### config.mk
export PLATFORM = sky130hd
export DESIGN_NAME = bcd2bin11
export DESIGN_NICKNAME = d
export VERILOG_FILES = /design/src/rtl/bcd2bin11.sv
export SDC_FILE = /design/constraint.sdc
export NUM_CORES = 1
export LEC_CHECK = 0
export BUFFER_PORTS_ARGS = -buffer_cell sky130_fd_sc_hd__buf_2
export CAP_MARGIN = 20
export CORE_MARGIN = 1
export CORE_UTILIZATION = 50
export CTS_CLUSTER_DIAMETER = 80
export DETAILED_ROUTE_END_ITERATION = 12
export PLACE_DENSITY = 0.86
export SKIP_CTS_REPAIR_TIMING = 1
export SLEW_MARGIN = 20
export SYNTH_ARGS = -nofsm -noshare
export SYNTH_HDL_FRONTEND = slang
export SYNTH_SLANG_ARGS = --single-unit
### constraint.sdc
create_clock -name clk -period 1.3 [get_ports clk]
set_input_delay 0 -clock clk [delete_from_list [all_inputs] [get_ports clk]]
set_output_delay 0 -clock clk [all_outputs]
set_load 0.005 [all_outputs]
### src/rtl/bcd2bin11.sv
// bcd2bin11: 4-digit BCD to 11-bit binary by reverse double-dabble, 12-cycle start->done, start ignored while busy/done.
// Define BCD2BIN_RANGE_CHECK_EN to build the digit-legality and >2047 residual check that drives err.
module bcd2bin11 (
  input  logic        clk,
  input  logic        reset,
  input  logic        start,
  input  logic [3:0]  thousands,
  input  logic [3:0]  hundreds,
  input  logic [3:0]  tens,
  input  logic [3:0]  ones,
  output logic        busy,
  output logic        done,
  output logic [10:0] result,
  output logic        err
);

  localparam logic [1:0] IDLE  = 2'd0;
  localparam logic [1:0] SHIFT = 2'd1;
  localparam logic [1:0] DONE  = 2'd2;

  logic [1:0]  state;
  logic [3:0]  cnt;
  logic [15:0] bcd_reg;
  logic [10:0] bin_reg;
  logic [15:0] bcd_sh;
  logic [15:0] bcd_nx;
  logic [10:0] bin_nx;
  logic        last_shift;

  assign busy       = (state == SHIFT);
  assign last_shift = (state == SHIFT) && (cnt == 4'd10);

  always_comb begin
    bcd_sh = {1'b0, bcd_reg[15:1]};
    bin_nx = {bcd_reg[0], bin_reg[10:1]};
    bcd_nx = bcd_sh;
    // A digit that received the upper digit's LSB holds 8+x; subtracting 3 restores 5+x.
    for (int i = 0; i < 4; i++) begin
      if (bcd_sh[4*i +: 4] >= 4'd8)
        bcd_nx[4*i +: 4] = bcd_sh[4*i +: 4] - 4'd3;
    end
  end

  always_ff @(posedge clk) begin
    if (reset) begin
      state   <= IDLE;
      cnt     <= 4'd0;
      bcd_reg <= 16'd0;
      bin_reg <= 11'd0;
      result  <= 11'd0;
      done    <= 1'b0;
    end else begin
      done <= 1'b0;
      case (state)
        IDLE: begin
          if (start) begin
            bcd_reg <= {thousands, hundreds, tens, ones};
            bin_reg <= 11'd0;
            cnt     <= 4'd0;
            state   <= SHIFT;
          end
        end
        SHIFT: begin
          bcd_reg <= bcd_nx;
          bin_reg <= bin_nx;
          cnt     <= cnt + 4'd1;
          if (last_shift) begin
            result <= bin_nx;
            done   <= 1'b1;
            state  <= DONE;
          end
        end
        DONE:    state <= IDLE;
        default: state <= IDLE;
      endcase
    end
  end

`ifdef BCD2BIN_RANGE_CHECK_EN
  logic bad_digit;

  always_ff @(posedge clk) begin
    if (reset) begin
      bad_digit <= 1'b0;
      err       <= 1'b0;
    end else begin
      if (state == IDLE && start)
        bad_digit <= (thousands > 4'd9) || (hundreds > 4'd9) ||
                     (tens > 4'd9) || (ones > 4'd9);
      // Anything left in the BCD register after 11 shifts is the part above 2047.
      if (last_shift)
        err <= bad_digit || (bcd_nx != 16'd0);
    end
  end
`else
  assign err = 1'b0;
`endif

endmodule

==> qor.csv <==
stage;metric;value;unit
final_layout;layout.cells.most_common_list;sky130_fd_sc_hd__nor2_1, sky130_fd_sc_hd__dfxtp_1, sky130_fd_sc_hd__buf_2;
worst_setup_path;critical-path-slowest-cell;sky130_fd_sc_hd__dfxtp_2;
clocking;worstSkewPairLatency;300;ps
synth;yosys.area_share.xor_xnor;0.0263;
routing;dr.first_iter.drc_count;110;
worst_setup_path;crit_family;flip-flops;
final_layout;finalNetCount;312;
min_path;holdCritPathClass;input pin to flip-flop;
placement;detailed_place_hpwl;2970;um
synth;post_synth_and_or_nand_nor_area_fraction;0.202;
global_routing;largest_net_degree_at_the_start_of_global_routing;45;
routing;vias_per_cell;5.35;
floorplan;boundaryPins;33;
timing;grt_setup_unrepaired;yes;
timing;slew_violations;0;
timing;final_setup_viols;1;
floorplan;floorplan.initialDensity;0.533;
global_routing;globalRoute.totalOverflow;0;
floorplan;floorplan.rows;22;
global_routing;grt_antenna_before_repair;0;
clocking;cts.htree.levels;2;
timing;final.setup.worst_slack;-2.43;ps
synth;synth_area;2000;um^2
floorplan;die-height;65.2;um
final_layout;insertedDiodeCount;0;
synth;synth-seq-area-share;0.441;
power_and_ir_drop;power.static_leakage;1.07;nW
worst_setup_path;critPathArrivalTime;1490;ps
floorplan;die_w;65.2;um
worst_setup_path;timing.critical_path.from_type;flip-flop;
worst_setup_path;critical_path_buf_inv_count;2;
routing;vias;1786;
routing;first_pass_iters;4;
synth;yosys.area_share.adder;0.0501;
routing;finalWirelength;4510;um
timing;layout_worst_path_cycle_share;1.00;
clocking;clockRootBuffer;sky130_fd_sc_hd__clkbuf_8;
synth;synth-seq-cells;44;
timing;worst_clock_skew;5.14;ps
final_layout;post-route-util;0.674;
final_layout;largest_register_ff_count;16;
final_layout;layoutNonFillerInstCount;334;
power_and_ir_drop;max-vdd-ir-drop;0.776;mV
global_routing;number_of_global_route_vias_before_repair;1619;
clocking;max_root_sink_buffers;2;
synth;warnings_synthesis;0;
status;run_status;finished, violations left;
status;violations_in_the_final_reports;hold timing, setup timing;
worst_setup_path;timing.critical_path.fanout_max;11;
worst_setup_path;path_depth;7;
power_and_ir_drop;power.density_cell_area;1080;nW/um^2
clocking;cts_num_sinks;44;
clocking;clk_pin_slew;80;ps
synth;synth_compound_gate_area_share;0.157;
placement;port_buffers;31;
final_layout;layout_commonest_cell;sky130_fd_sc_hd__nor2_1;
worst_setup_path;criticalPathCategory;flip-flop to flip-flop;
timing;timing.setup.tns;-2.43;ps
timing;timing.final.hold_violations;2;
worst_setup_path;critPathCaptureType;flip-flop;
placement;dp_cells;321;
timing;achievable-frequency;0.768;GHz
synth;syn_inst;235;
synth;postSynthNetCount;262;
routing;ant_nets;0;
placement;final_replace_weighted_congestion;0.766;
synth;yosys-mux-area-fraction;0.0608;
job;timing.max_cap.violations;0;
min_path;hold_path_depth;3;
worst_setup_path;worst_path_cell_trace;inv_2, ha_4, nand4b_1, nor2_2, buf_12, mux2i_1, nor2_1;
worst_setup_path;r2r_cells;7;
floorplan;die_area;4250;um^2
timing;timing.hold.ws;-36.7;ps
final_layout;post_route_cells_drive_above_1_share;0.283;
power_and_ir_drop;total_power;2.72;mW
global_routing;grt_pass1_wl;7140;um
clocking;clock_tree_from_tritoncts;done;
timing;period_minus_ws_final;1300;ps
global_routing;groute.usage.overall;0.218;
placement;detailedPlace.worstSlack;-37.6;ps
worst_setup_path;timing.critical_path.slowest_cell_delay;330;ps
synth;yosysUniqueCellTypes;32;
final_layout;areaGrowthSynthToFinish;26.3;%
floorplan;design.core.area;3740;um^2
clocking;tritoncts.num_buffers;5;
routing;drc;0;
synth;avgSynthCellArea;8.50;um^2
synth;dominant_combinational_cell_family_by_area_after_synthesis;simple AND/OR/NAND/NOR gates;
worst_setup_path;worst-endpoint-required;1490;ps
routing;detail_route.wl_per_cell;13.5;um
[routing by layer]
metal	vias to the layer above	routed length, um	global-route usage
met5	-	0	0
met1	843	1950	0.268
met4	0	63	0.0924
li1	893	-	-
met3	7	195	0.0434
met2	43	2300	0.369
[final cells by class]
type / count / area (um^2)
Fill cell: 296 / 1220
Multi-Input combinational cell: 166 / 1020
Sequential cell: 44 / 892
Timing Repair Buffer: 60 / 410
Clock buffer: 6 / 82.6
Tap cell: 48 / 60.1
Inverter: 8 / 37.5
Clock inverter: 2 / 15.0
[kinds of logic (layout without fill, tap and decap cells)]
logic type                 count (synthesis)  in the layout
and+or+nand+nor                           90             90
AOI/OAI and AO/OA                         49             49
DFF                                       44             44
buffers and inverters                     25             76
muxes                                     12             12
adders and majority gates                  8              8
xor gates and xnor gates                   6              6
other                                      1              1
[report_power, final]
| part | internal, mW | switching, mW |
|---|---|---|
| sequential | 1.40 | 0.0569 |
| combinational | 0.192 | 0.199 |
| clock | 0.429 | 0.447 |
[worst paths after layout]
path / startpoint / to / slack (ps)
hold / removal: tens[2] / bcd_reg[6]$_SDFFE_PP0P_ / -40
hold reg to reg: bcd_reg[15]$_SDFFE_PP0P_ / bcd_reg[15]$_SDFFE_PP0P_ / 470
setup reg to reg: cnt[0]$_SDFFE_PP0P_ / result[0]$_SDFFE_PP0P_ / -2
setup / recovery: cnt[0]$_SDFFE_PP0P_ / result[0]$_SDFFE_PP0P_ / -2
[cell usage after synthesis]
cell / number / share of area
sky130_fd_sc_hd__buf_4: 2 / 0.0075
sky130_fd_sc_hd__xnor2_1: 4 / 0.018
sky130_fd_sc_hd__nor2b_1: 4 / 0.013
sky130_fd_sc_hd__buf_6: 2 / 0.011
sky130_fd_sc_hd__mux2_1: 1 / 0.0056
sky130_fd_sc_hd__nand3_1: 6 / 0.015
sky130_fd_sc_hd__xor2_1: 2 / 0.0088
sky130_fd_sc_hd__ha_1: 8 / 0.050
sky130_fd_sc_hd__nand4b_1: 1 / 0.0044
sky130_fd_sc_hd__nand3b_1: 2 / 0.0075
sky130_fd_sc_hd__inv_1: 7 / 0.013
sky130_fd_sc_hd__nand2b_1: 4 / 0.013
sky130_fd_sc_hd__a22oi_1: 14 / 0.053
sky130_fd_sc_hd__nand2_1: 14 / 0.026
sky130_fd_sc_hd__clkbuf_1: 8 / 0.015
sky130_fd_sc_hd__conb_1: 1 / 0.0019
sky130_fd_sc_hd__nor3_1: 10 / 0.025
sky130_fd_sc_hd__a21oi_1: 20 / 0.050
sky130_fd_sc_hd__buf_2: 5 / 0.013
sky130_fd_sc_hd__mux2i_1: 11 / 0.055
sky130_fd_sc_hd__a31oi_1: 2 / 0.0063
sky130_fd_sc_hd__nor2_2: 1 / 0.0031
sky130_fd_sc_hd__or3_1: 1 / 0.0031
sky130_fd_sc_hd__o211ai_1: 6 / 0.023
sky130_fd_sc_hd__a21o_1: 4 / 0.015
sky130_fd_sc_hd__nand2b_2: 1 / 0.0044
sky130_fd_sc_hd__nor2_1: 45 / 0.085
sky130_fd_sc_hd__dfxtp_1: 44 / 0.44
sky130_fd_sc_hd__a211oi_1: 1 / 0.0038
sky130_fd_sc_hd__inv_2: 1 / 0.0019
sky130_fd_sc_hd__o22ai_1: 2 / 0.0063
sky130_fd_sc_hd__or2_1: 1 / 0.0031
[worst register-to-register path, cell delays in order, from the launching register on]
cell and delay [ps]:
sky130_fd_sc_hd__dfxtp_2 330, sky130_fd_sc_hd__inv_2 60, sky130_fd_sc_hd__ha_4 110, sky130_fd_sc_hd__nand4b_1 130, sky130_fd_sc_hd__nor2_2 150, sky130_fd_sc_hd__buf_12 160, sky130_fd_sc_hd__mux2i_1 210, sky130_fd_sc_hd__nor2_1 50
[metrics by stage]
step	hold slack [ps]	cell area, um^2
5_1_grt	-1.74	2520
3_5_place_dp	276	2340
2_1_floorplan	148	2010
4_1_cts	-47.6	2440
6_report	-36.7	2520
3_3_place_gp	265	2340
No activity file was read; power rests on OpenSTA's default activity.
